File: config.mk
export PLATFORM = sky130hd
export DESIGN_NAME = ccff_chain_loader_flat
export DESIGN_NICKNAME = d
export VERILOG_FILES = /design/src/rtl/ccff_chain_loader_if.sv /design/src/rtl/ccff_chain_loader.sv /design/src/flat_wrapper.sv
export SDC_FILE = /design/constraint.sdc
export NUM_CORES = 1
export LEC_CHECK = 0
export ABC_AREA = 1
export CAP_MARGIN = 20
export CORE_MARGIN = 2
export CORE_UTILIZATION = 45
export DETAILED_ROUTE_END_ITERATION = 16
export GPL_TIMING_DRIVEN = 0
export PLACE_DENSITY = 0.79
export SETUP_SLACK_MARGIN = 0.02
export SYNTH_ARGS = -nofsm -noshare
export SYNTH_HDL_FRONTEND = slang
export SYNTH_SLANG_ARGS = --single-unit
File: constraint.sdc
create_clock -name prog_clk -period 2.2 [get_ports prog_clk]
set_input_delay 0.22 -clock prog_clk [delete_from_list [all_inputs] [get_ports prog_clk]]
set_output_delay 0.22 -clock prog_clk [all_outputs]
set_load 0.01 [all_outputs]
File: src/rtl/ccff_chain_loader_if.sv
// Configuration word handshake between the bitstream controller (master)
// and the chain loader (slave).
// Handshake: a word transfers on every prog_clk edge where cfg_valid and
// cfg_ready are both high; cfg_data must be stable while cfg_valid is high,
// and cfg_ready never depends combinationally on cfg_valid.
interface ccff_chain_loader_if #(
  parameter int DATA_W = 8
);
  logic [DATA_W-1:0] cfg_data;
  logic              cfg_valid;
  logic              cfg_ready;

  modport master (output cfg_data, output cfg_valid, input cfg_ready);
  modport slave  (input cfg_data, input cfg_valid, output cfg_ready);
endinterface

File: src/rtl/ccff_chain_loader.sv
// Configuration-chain loader: serializes CHAIN_LEN bits, MSB of each word
// first, onto ccff_head with one config_enable pulse per bit.
// Optional tail check enabled by defining the macro CCFF_TAIL_CHECK_EN.
module ccff_chain_loader #(
  parameter int CHAIN_LEN = 40,
  parameter int DATA_W    = 8
) (
  input  logic                 prog_clk,
  input  logic                 pReset,
  input  logic                 start,
  ccff_chain_loader_if.slave   cfg,
  output logic                 ccff_head,
  output logic                 config_enable,
  input  logic                 ccff_tail,
  output logic                 busy,
  output logic                 done,
  output logic                 tail_err,
  output logic [1:0]           fsm_state
);

  localparam int CW = $clog2(CHAIN_LEN + 1);
  localparam int WW = $clog2(DATA_W + 1);

  localparam logic [1:0] S_IDLE  = 2'd0;
  localparam logic [1:0] S_WAIT  = 2'd1;
  localparam logic [1:0] S_SHIFT = 2'd2;
  localparam logic [1:0] S_DONE  = 2'd3;

  logic [1:0]        state;
  logic [DATA_W-1:0] sreg;
  logic [CW-1:0]     bit_cnt;
  logic [WW-1:0]     wcnt;
  logic [WW-1:0]     word_bits;
  logic              head_q;
  logic              ce_q;
  logic              handshake;
  logic              last_bit;
  int                rem;

  assign cfg.cfg_ready = (state == S_WAIT);
  assign handshake     = cfg.cfg_valid & cfg.cfg_ready;
  assign busy          = (state != S_IDLE);
  assign done          = (state == S_DONE);
  assign ccff_head     = head_q;
  assign config_enable = ce_q;
  assign fsm_state     = state;
  assign last_bit      = (wcnt == WW'(1));

  // Bits this word contributes: a full word, or only what the chain still needs.
  always_comb begin
    rem       = CHAIN_LEN - int'(bit_cnt);
    word_bits = WW'(DATA_W);
    if (rem < DATA_W) word_bits = WW'(rem);
  end

  // Main FSM with shift register, counters and registered chain outputs.
  always_ff @(posedge prog_clk) begin
    if (pReset) begin
      state   <= S_IDLE;
      sreg    <= '0;
      bit_cnt <= '0;
      wcnt    <= '0;
      head_q  <= 1'b0;
      ce_q    <= 1'b0;
    end else begin
      case (state)
        S_IDLE: begin
          bit_cnt <= '0;
          if (start) state <= S_WAIT;
        end
        S_WAIT: begin
          if (handshake) begin
            // First bit goes straight to the head flop; the rest wait in sreg.
            head_q <= cfg.cfg_data[DATA_W-1];
            sreg   <= cfg.cfg_data << 1;
            wcnt   <= word_bits;
            ce_q   <= 1'b1;
            state  <= S_SHIFT;
          end
        end
        S_SHIFT: begin
          bit_cnt <= bit_cnt + CW'(1);
          wcnt    <= wcnt - WW'(1);
          if (last_bit) begin
            // Head keeps the last bit; leftover low bits of a partial word drop.
            ce_q  <= 1'b0;
            state <= (bit_cnt == CW'(CHAIN_LEN - 1)) ? S_DONE : S_WAIT;
          end else begin
            head_q <= sreg[DATA_W-1];
            sreg   <= sreg << 1;
          end
        end
        S_DONE: state <= S_IDLE;
        default: state <= S_IDLE;
      endcase
    end
  end

`ifdef CCFF_TAIL_CHECK_EN
  logic flag;
  logic err_q;

  // Sticky record of any 1 leaving the chain tail during this load.
  always_ff @(posedge prog_clk) begin
    if (pReset || state == S_IDLE) flag <= 1'b0;
    else if (ce_q && ccff_tail)    flag <= 1'b1;
  end

  // Holds the result from DONE until the next accepted start.
  always_ff @(posedge prog_clk) begin
    if (pReset)                          err_q <= 1'b0;
    else if (state == S_IDLE && start)   err_q <= 1'b0;
    else if (state == S_DONE)            err_q <= flag;
  end

  assign tail_err = (state == S_DONE) ? flag : err_q;
`else
  logic unused_tail;
  assign unused_tail = ccff_tail;
  assign tail_err    = 1'b0;
`endif

endmodule
File: src/flat_wrapper.sv
// flat-port wrapper written by rule: the top's interface ports become plain ports
module ccff_chain_loader_flat 
#(
  parameter int CHAIN_LEN = 40,
  parameter int DATA_W    = 8
)
  (prog_clk, pReset, start, ccff_head, config_enable, ccff_tail, busy, done, tail_err, fsm_state, cfg_cfg_data, cfg_cfg_valid, cfg_cfg_ready);
  ccff_chain_loader_if #(.DATA_W(DATA_W)) cfg_i ();
  input  logic prog_clk;
  input  logic pReset;
  input  logic start;
  output logic ccff_head;
  output logic config_enable;
  input  logic ccff_tail;
  output logic busy;
  output logic done;
  output logic tail_err;
  output logic [1:0] fsm_state;
  input wire logic [$bits(cfg_i.cfg_data)-1:0] cfg_cfg_data;
  input wire logic [$bits(cfg_i.cfg_valid)-1:0] cfg_cfg_valid;
  output wire logic [$bits(cfg_i.cfg_ready)-1:0] cfg_cfg_ready;
  assign cfg_i.cfg_data = cfg_cfg_data;
  assign cfg_i.cfg_valid = cfg_cfg_valid;
  assign cfg_cfg_ready = cfg_i.cfg_ready;
  ccff_chain_loader #(.CHAIN_LEN(CHAIN_LEN), .DATA_W(DATA_W)) u_core (.prog_clk(prog_clk), .pReset(pReset), .start(start), .cfg(cfg_i), .ccff_head(ccff_head), .config_enable(config_enable), .ccff_tail(ccff_tail), .busy(busy), .done(done), .tail_err(tail_err), .fsm_state(fsm_state));
endmodule
# Word-level counts from Yosys, hierarchy flattened

Index checks and enable logic that the tools add are counted.

Register bits after elaboration: 22
Bits of input ports: 13
Output and inout port bits: 8
Logic and storage cells: 46

Add/subtract/negate cells: 3
$lt $le $gt $ge: 1
Equality and inequality tests: 9
Mux-type cells: 18
Bitwise operators: 1
Reductions and logical operators: 8

Operators by type and width:

| operator                                                              | count |
|---|---|
| 32-bit by 5-bit < comparator with 1-bit output, second input constant | 1 |
| 8-bit 2-to-1 mux                                                      | 2 |
| 8-bit case mux with 2 select lines                                    | 1 |
| 6-bit case mux with 2 select lines                                    | 1 |
| 3-bit AND reduction                                                   | 3 |
| 2-bit 2-to-1 mux                                                      | 4 |
| 4-bit 2-to-1 mux                                                      | 2 |
| 2-bit case mux with 4 select lines                                    | 1 |
| 4-bit case mux with 2 select lines                                    | 1 |
| 6-bit by 6-bit subtractor with 7-bit output, first input constant     | 1 |
| 6-bit by 1-bit adder with 6-bit output, second input constant         | 1 |
| 6-bit == test, second input constant                                  | 1 |
| 2-bit != test, second input constant                                  | 3 |
| 2-bit nonzero test                                                    | 3 |
| 2-bit == test, second input constant                                  | 2 |
| 4-bit by 1-bit == test with 1-bit output, second input constant       | 1 |
| 1-bit 2-to-1 mux                                                      | 4 |
| 1-bit case mux with 2 select lines                                    | 2 |
| 4-bit by 1-bit subtractor with 4-bit output, second input constant    | 1 |
| 2-bit by 1-bit == test with 1-bit output, second input constant       | 1 |
| 2-bit logical NOT                                                     | 1 |
| 2-bit by 1-bit != test with 1-bit output, second input constant       | 1 |
| 2-bit AND reduction                                                   | 1 |
| 1-bit bitwise AND                                                     | 1 |

# Logic depth before layout (Yosys ltp)

Gate-level depths: netlist of the first run.

Depth after elaboration: 5
Gate-level depth with buffers: 12
Depth with buffers taken out: 12

# Worst setup path after synthesis of the first run

Ideal clock, no wire load.

Path kind: register -> register
Start point: register u_core.state[1] (netlist: u_core.fsm_state[1])
End point: register u_core.head_q (netlist: u_core.ccff_head)
Setup time: 123 ps
Arrival: 1454 ps
Required time: 2077 ps
Slack: 623 ps
Stages on the path, launching flop included: 13
Buffers on the path: 1
Period minus slack after synthesis: 1577 ps
Cell sequence: dfxtp_1 -> inv_1 -> ha_1 -> inv_2 -> nor2_2 -> inv_2 -> nand2_1 -> inv_2 -> nand2_1 -> inv_2 -> buf_4 -> o21ai_1 -> a31oi_1

Word-level cells in the longest chain between the ends: 4
Elaborated cells on any way between the ends: 8
Classes of those cells: 4 x eq/ne; 1 x mux; 1 x bitwise; 2 x reduce/logical

RTL lines:

| element                                    | RTL line                | text |
|---|---|---|
| from (decl)                                | ccff_chain_loader.sv:29 | `logic [1:0] state;` |
| from (signal assigned)                     | ccff_chain_loader.sv:87 | `state <= (bit_cnt == CW'(CHAIN_LEN - 1)) ? S_DONE : S_WAIT;` |
| 2-bit by 1-bit == test with 1-bit output * | ccff_chain_loader.sv:40 | `assign cfg.cfg_ready = (state == S_WAIT);` |
| named net cfg_cfg_ready                    | flat_wrapper.sv:21      | `output wire logic [$bits(cfg_i.cfg_ready)-1:0] cfg_cfg_ready;` |
| 1-bit bitwise AND                          | ccff_chain_loader.sv:41 | `assign handshake = cfg.cfg_valid & cfg.cfg_ready;` |
| 2-bit != test (no line)                    | -                       |  |
| 3-bit AND reduction (no line)              | -                       |  |
| to (signal assigned)                       | ccff_chain_loader.sv:74 | `head_q <= cfg.cfg_data[DATA_W-1];` |
| to (signal assigned)                       | ccff_chain_loader.sv:89 | `head_q <= sreg[DATA_W-1];` |
| to (decl)                                  | ccff_chain_loader.sv:34 | `logic head_q;` |

Mark *: on every way through the listed nets, which the timed path passes. The rest lies on a longest branch.
A chain may end at the register's enable or synchronous reset.

# Final worst setup path of the first run

Start point: register u_core.state[0] (netlist: u_core.fsm_state[0])
End point: output busy

Word-level cells in the longest chain between the ends: 1

RTL lines:

| element            | RTL line                | text |
|---|---|---|
| 2-bit nonzero test | ccff_chain_loader.sv:42 | `assign busy = (state != S_IDLE);` |
| to (decl)          | flat_wrapper.sv:15      | `output logic busy;` |

Every way passes these cells.

==> impl_metrics.json, run 1 <==
{
  "syn_inst": 177,
  "final_nets": 221,
  "peakVddDrop_uv": 839.3,
  "antenna_cells": 0,
  "initial_core_util_pct": 46.91,
  "rsz0062_at_grt": "no",
  "worst_hold_slack_ns": 0.4662,
  "setup_viol": 0,
  "drt_iter0_markers": 39,
  "powerDensity_nw_per_um2": 1040,
  "coreArea_um2": 2734,
  "rows": 19,
  "avgViaCountPerCell": 5.130,
  "cts_tree": "yes",
  "fmax_ghz": 0.5295,
  "io_buffers": 18,
  "synth_warnings": 0,
  "drv_slew": 0,
  "max_stage_delay_ns": 0.55,
  "ys_top_cells_by_area": "dfxtp_1 33%, nand2_1 10%, ha_1 7.8%",
  "synth_edf_count": 0,
  "via_count": 1180,
  "place_hpwl_um": 2023,
  "cap_violations": 0,
  "fp.dieArea_um2": 3293,
  "syn_area_um2": 1282,
  "worst-path-buf-inv": 3,
  "cp_max_fo": 4,
  "seq_area_frac_synth_pct": 32.78,
  "syn_nets": 198,
  "routed_wl_um": 2644,
  "antenna_found_initial": 0,
  "critical-path-slowest-cell": "clkdlybuf4s50_1",
  "cts-root-buf": "clkbuf_4",
  "finClkSkew_ns": 0.006752,
  "wire_per_inst_um": 11.50,
  "ys_types": 29,
  "grt_pass1_wl_um": 4657,
  "cts_setup_buffers": 0,
  "cts_buffers": 3,
  "arrival_ns": 1.67,
  "power.leakage_uw": 0.0006502,
  "areaGrowthSynthToFinish_pct": 19.22,
  "ctsHoldBuffers": 0,
  "die_h_um": 57.39,
  "synth_common_cells": "34 x nand2_1, 21 x dfxtp_1, 16 x inv_1",
  "grtUsageTotal_pct": 17.64,
  "place_congestion": 0.8064,
  "cp-end-kind": "output port",
  "hold_violations": 0,
  "post_synth.cell_area_avg_um2": 7.246,
  "synth_ff_type": "dfxtp_1",
  "cts_sinks": 21,
  "min_path_type": "primary input to register",
  "insertion_delay_ns": 0.31,
  "drc": 0,
  "synthArstFlopShare_pct": 0,
  "cts.repair.resized": 0,
  "drive_above_1_share_pct": 17.59,
  "outcome": "finished, final reports clean",
  "post-synth-top-count-cell": "nand2_1",
  "gr-total-overflow": 0,
  "htree_levels": 1,
  "cp-start-kind": "register",
  "path_cells": "inv_1 > ha_1 > inv_1 > clkdlybuf4s50_1",
  "crit_required_ns": 1.98,
  "period_share_pct": 85.85,
  "critPathTopFamily": "buffers and inverters",
  "grt_max_degree": 13,
  "yosysTopAreaCell": "dfxtp_1",
  "fin_crit_ns": 1.889,
  "fin_tns_setup_ns": 0,
  "ant_nets": 0,
  "cts.path.max_buffers": 2,
  "crit_path_frequent_cell": "inv_1",
  "yosys_register_bits": 21,
  "ios": 21,
  "synth.top_cell.area_share_pct": 32.78,
  "die_w_um": 57.39,
  "first_pass_iters": 4,
  "clkTransAtPathRegs_ns": 0.13,
  "grt_pass1_vias": 1071,
  "crit_type": "register to output port"
}
[per-stage QoR]
| stage | setup slack [ns] | area (um^2) | cells | total power (uW) | util, % |
|---|---|---|---|---|---|
| after floorplan | 0.6231 | 1282 | 177 | 1152 | - |
| after global placement | 0.5524 | 1501 | 226 | 1387 | 54.92 |
| after detailed placement | 0.5409 | 1501 | 226 | 1404 | 54.92 |
| after CTS | 0.3134 | 1529 | 230 | 1594 | 55.93 |
| after global routing | 0.1875 | 1529 | 230 | 1732 | 55.93 |
| final | 0.3113 | 1529 | 230 | 1590 | 55.93 |
[where the power goes]
part / leakage, uW / switching, uW / total [uW] / internal, uW
registers: 0.000172 / 65.9 / 545 / 479
clock network: 0.0000177 / 125 / 192 / 67.8
logic: 0.000460 / 505 / 852 / 348
total: 0.000650 / 695 / 1590 / 894
[path summary, 6_finish.rpt]
check | start | endpoint | slack [ns] | depth (start not counted)
setup / recovery | u_core.fsm_state[0] | busy | 0.31 | 4
hold / removal | cfg_cfg_data[7] | u_core.ccff_head | 0.47 | 3
setup reg to reg | u_core.fsm_state[1] | u_core.sreg[7] | 0.51 | 12
hold reg to reg | u_core.sreg[1] | u_core.sreg[1] | 0.47 | 2
[worst register-to-register path: stages, from the launching register on]
cell	delay [ns]
dfxtp_1	0.36
inv_1	0.14
ha_1	0.21
inv_2	0.06
nor2_2	0.15
inv_2	0.05
nand2_1	0.08
inv_2	0.05
nand2_1	0.09
inv_2	0.07
buf_4	0.17
o21ai_1	0.12
a31oi_1	0.06
[state kept, by name, indices dropped and copies added, names as in the netlist]
| name | count |
|---|---|
| u_core.bit_cnt | 6 |
| u_core.sreg | 7 |
| u_core.wcnt | 4 |
| u_core.ccff_head | 1 |
| u_core.fsm_state | 2 |
| u_core.config_enable | 1 |
[metal layers]
layer  GRT usage (%)  vias up  part of all wire, %
li1                -      630                    -
met1           25.42      528                   50
met2           27.76       18                   47
met3           2.721        4                  2.9
met4           3.987        0                 0.79
met5               0        -                    0
[cells by family after synthesis]
kind of cell	synth area share [%]
adders and majority gates	7.805
and+or+nand+nor	26.63
AOI/OAI and AO/OA	19.61
buffers and inverters	11.51
DFF	32.78
xor gates and xnor gates	1.366
other	0.2924
[cells in the final DEF, fill, tap and decap left out, drive strengths merged, types with 2 or more instances in the layout]
cell type / synthesis / layout
a21oi: 15 / 15
a31oi: 7 / 7
buf: 6 / 6
clkbuf: 1 / 4
clkdlybuf4s50: 0 / 18
dfxtp: 21 / 21
ha: 8 / 8
inv: 24 / 24
nand2: 40 / 40
nand3: 13 / 13
nand4: 2 / 2
nor2: 13 / 13
nor3: 2 / 2
nor4: 2 / 2
o21ai: 16 / 16
xnor2: 2 / 2
[area by class of cell]
cell class / instances / area, um^2
Fill cell: 258 / 1205
Buffer: 7 / 57.56
Clock inverter: 1 / 5.005
Multi-Input combinational cell: 125 / 714.4
Inverter: 24 / 90.09
Timing Repair Buffer: 18 / 180.2
Tap cell: 31 / 38.79
Clock buffer: 3 / 22.52
Sequential cell: 21 / 420.4
(Power assumes the default switching activity.)
==> run 2: changes to the inputs <==
--- a/config.mk
+++ b/config.mk
@@ -7,8 +7,10 @@
 export LEC_CHECK = 0
 export ABC_AREA = 1
 export CAP_MARGIN = 20
+export CORE_ASPECT_RATIO = 2
 export CORE_MARGIN = 2
 export CORE_UTILIZATION = 45
+export CTS_CLUSTER_SIZE = 28
 export DETAILED_ROUTE_END_ITERATION = 16
 export GPL_TIMING_DRIVEN = 0
 export PLACE_DENSITY = 0.79
==> constraint.sdc (replaced) <==
create_clock -name prog_clk -period 2.2 [get_ports prog_clk]
set_input_delay 0.55 -clock prog_clk [delete_from_list [all_inputs] [get_ports prog_clk]]
set_output_delay 0.55 -clock prog_clk [all_outputs]
set_load 0.01 [all_outputs]
==> impl_metrics.json, run 2 (synthesis results as in run 1) <==
{
  "critPathTopFamily": "buffers and inverters",
  "placedCellCount": 224,
  "crit_required_ns": 1.65,
  "pre_cts_slack_ns": 0.2307,
  "peakVddDrop_uv": 646.4,
  "arrival_ns": 1.57,
  "timing.rr.start": "u_core.fsm_state[1]",
  "initial_core_util_pct": 46.87,
  "gr-total-overflow": 0,
  "io_buffers": 18,
  "wire_per_inst_um": 11.66,
  "path_cells": "inv_1 > ha_1 > inv_1 > clkdlybuf4s50_1",
  "r2r_slack_ns": 0.55,
  "drt_iter0_markers": 20,
  "wl_met2_um": 1520,
  "top_register": "u_core.sreg",
  "rsz0062_at_grt": "no",
  "power.leakage_uw": 0.0006560,
  "met3_length_um": 52,
  "detailed_place.area_um2": 1499,
  "areaGrowthSynthToFinish_pct": 20.59,
  "cts-root-buf": "clkbuf_8",
  "htree_levels": 1,
  "place_congestion": 0.8150,
  "setup_viol": 0,
  "multi_input_area_um2": 714.4,
  "cp-start-kind": "register",
  "crit_path_frequent_cell": "inv_1",
  "layout_common_cells": "34 x nand2_1, 19 x dfxtp_1, 18 x clkdlybuf4s50_1",
  "rows": 27,
  "worstSetupStartpoint": "u_core.fsm_state[0]",
  "drc": 0,
  "setup_slack_ns": 0.08082,
  "powerDensity_nw_per_um2": 1066,
  "fin_crit_ns": 2.119,
  "min_path_type": "register to register",
  "period_share_pct": 96.33,
  "finClkSkew_ns": 0.003902,
  "drive_above_1_share_pct": 18.09,
  "largest_register_ffs": 7,
  "drv_slew": 0,
  "cts_buffers": 3,
  "antenna_cells": 0,
  "via_count": 1198,
  "highest-signal-layer": "met4",
  "coreArea_um2": 2736,
  "grtUsageTotal_pct": 18.55,
  "fmax_ghz": 0.4719,
  "grt_pass1_vias": 1160,
  "fill_cells": 280,
  "stdcell_count": 228,
  "clkTransAtPathRegs_ns": 0.08,
  "first_pass_iters": 4,
  "die_h_um": 79.50,
  "regArea_um2": 422.9,
  "antenna_found_initial": 0,
  "cap_violations": 0,
  "max_stage_delay_ns": 0.55,
  "worst-path-buf-inv": 3,
  "crit_type": "register to output port",
  "hold_violations": 0,
  "ant_nets": 0,
  "path_depth": 4,
  "avgViaCountPerCell": 5.254,
  "grt_max_degree": 12,
  "grt_pass1_wl_um": 4850,
  "fp.dieArea_um2": 3319,
  "outcome": "finished, final reports clean",
  "fin_util_pct": 56.52,
  "final_nets": 221,
  "ios": 21,
  "final_common_cell": "nand2_1",
  "critical-path-slowest-cell": "clkdlybuf4s50_1",
  "fin_tns_setup_ns": 0,
  "reg2reg_to": "u_core.ccff_head",
  "place_hpwl_um": 2197,
  "wl_met1_um": 1017,
  "insertion_delay_ns": 0.26,
  "reg_top3": "u_core.sreg (7), u_core.bit_cnt (6), u_core.wcnt (4)",
  "die_w_um": 41.75,
  "cts_sinks": 21,
  "finalInstanceArea_um2": 1546,
  "worst_hold_path.num_cells": 2,
  "crit_path_end": "busy",
  "cts_tree": "yes",
  "reg2reg_depth": 12,
  "cp_max_fo": 4,
  "routed_wl_um": 2658,
  "cts.path.max_buffers": 2,
  "cp-end-kind": "output port"
}
## run 2: changes by cell type in the layout (fill, tap and decap cells not counted), sizes merged
cell,previous run,this run
clkbuf,4,5
clkinv,1,0
## run 2: routing by layer
layer  up-vias  GRT usage (%)
li1        629              -
met1       546          19.32
met2        17          34.84
met3         6          2.036
met4         0          10.00
met5         -              0
## run 2: what timing repair did
item                       CTS  global route
setup buffers                0             0
resized for setup            1             1
setup endpoints to repair    1             1
hold buffers                 0             0
## run 2: power by group
group          leakage, uW  internal [uW]  switching (uW)
sequential        0.000173            483            67.9
combinational     0.000460            348             498
clock            0.0000228            129             124
total             0.000656            960             689
## run 2: layout make-up
class	count	area share [%]
clock buffers	4	2.913
multi-input cells	125	46.20
plain buffers	7	3.722
repair buffers	18	11.65
well taps	29	2.346
flip-flops and latches	21	27.35
inverters	24	5.825
## run 2: stage by stage
| step | hold slack [ns] | total power [uW] |
|---|---|---|
| floorplan | 0.4336 | 1152 |
| CTS | 0.4761 | 1666 |
| detailed placement | 0.4650 | 1412 |
| global route | 0.4903 | 1807 |
| global placement | 0.4644 | 1398 |
| finish | 0.4733 | 1649 |
## run 2: worst min path at each step
| stage | from | endpoint | slack, ns |
|---|---|---|---|
| 2_1_floorplan | u_core.sreg[1] | u_core.sreg[1] | 0.43 |
| 3_3_place_gp | u_core.sreg[1] | u_core.sreg[1] | 0.46 |
| 3_5_place_dp | u_core.config_enable | u_core.config_enable | 0.46 |
| 4_1_cts | u_core.sreg[1] | u_core.sreg[1] | 0.48 |
| 5_1_grt | u_core.sreg[1] | u_core.sreg[1] | 0.49 |
| 6_report | u_core.sreg[1] | u_core.sreg[1] | 0.47 |
## run 2: worst reg2reg max path, cell delays in order, from the launching register on
cell	delay, ns
dfxtp_2	0.34
inv_1	0.11
ha_1	0.19
inv_2	0.05
nor2_2	0.14
inv_2	0.05
nand2_1	0.08
inv_2	0.05
nand2_1	0.10
inv_2	0.07
buf_4	0.17
o21ai_1	0.11
a31oi_1	0.05
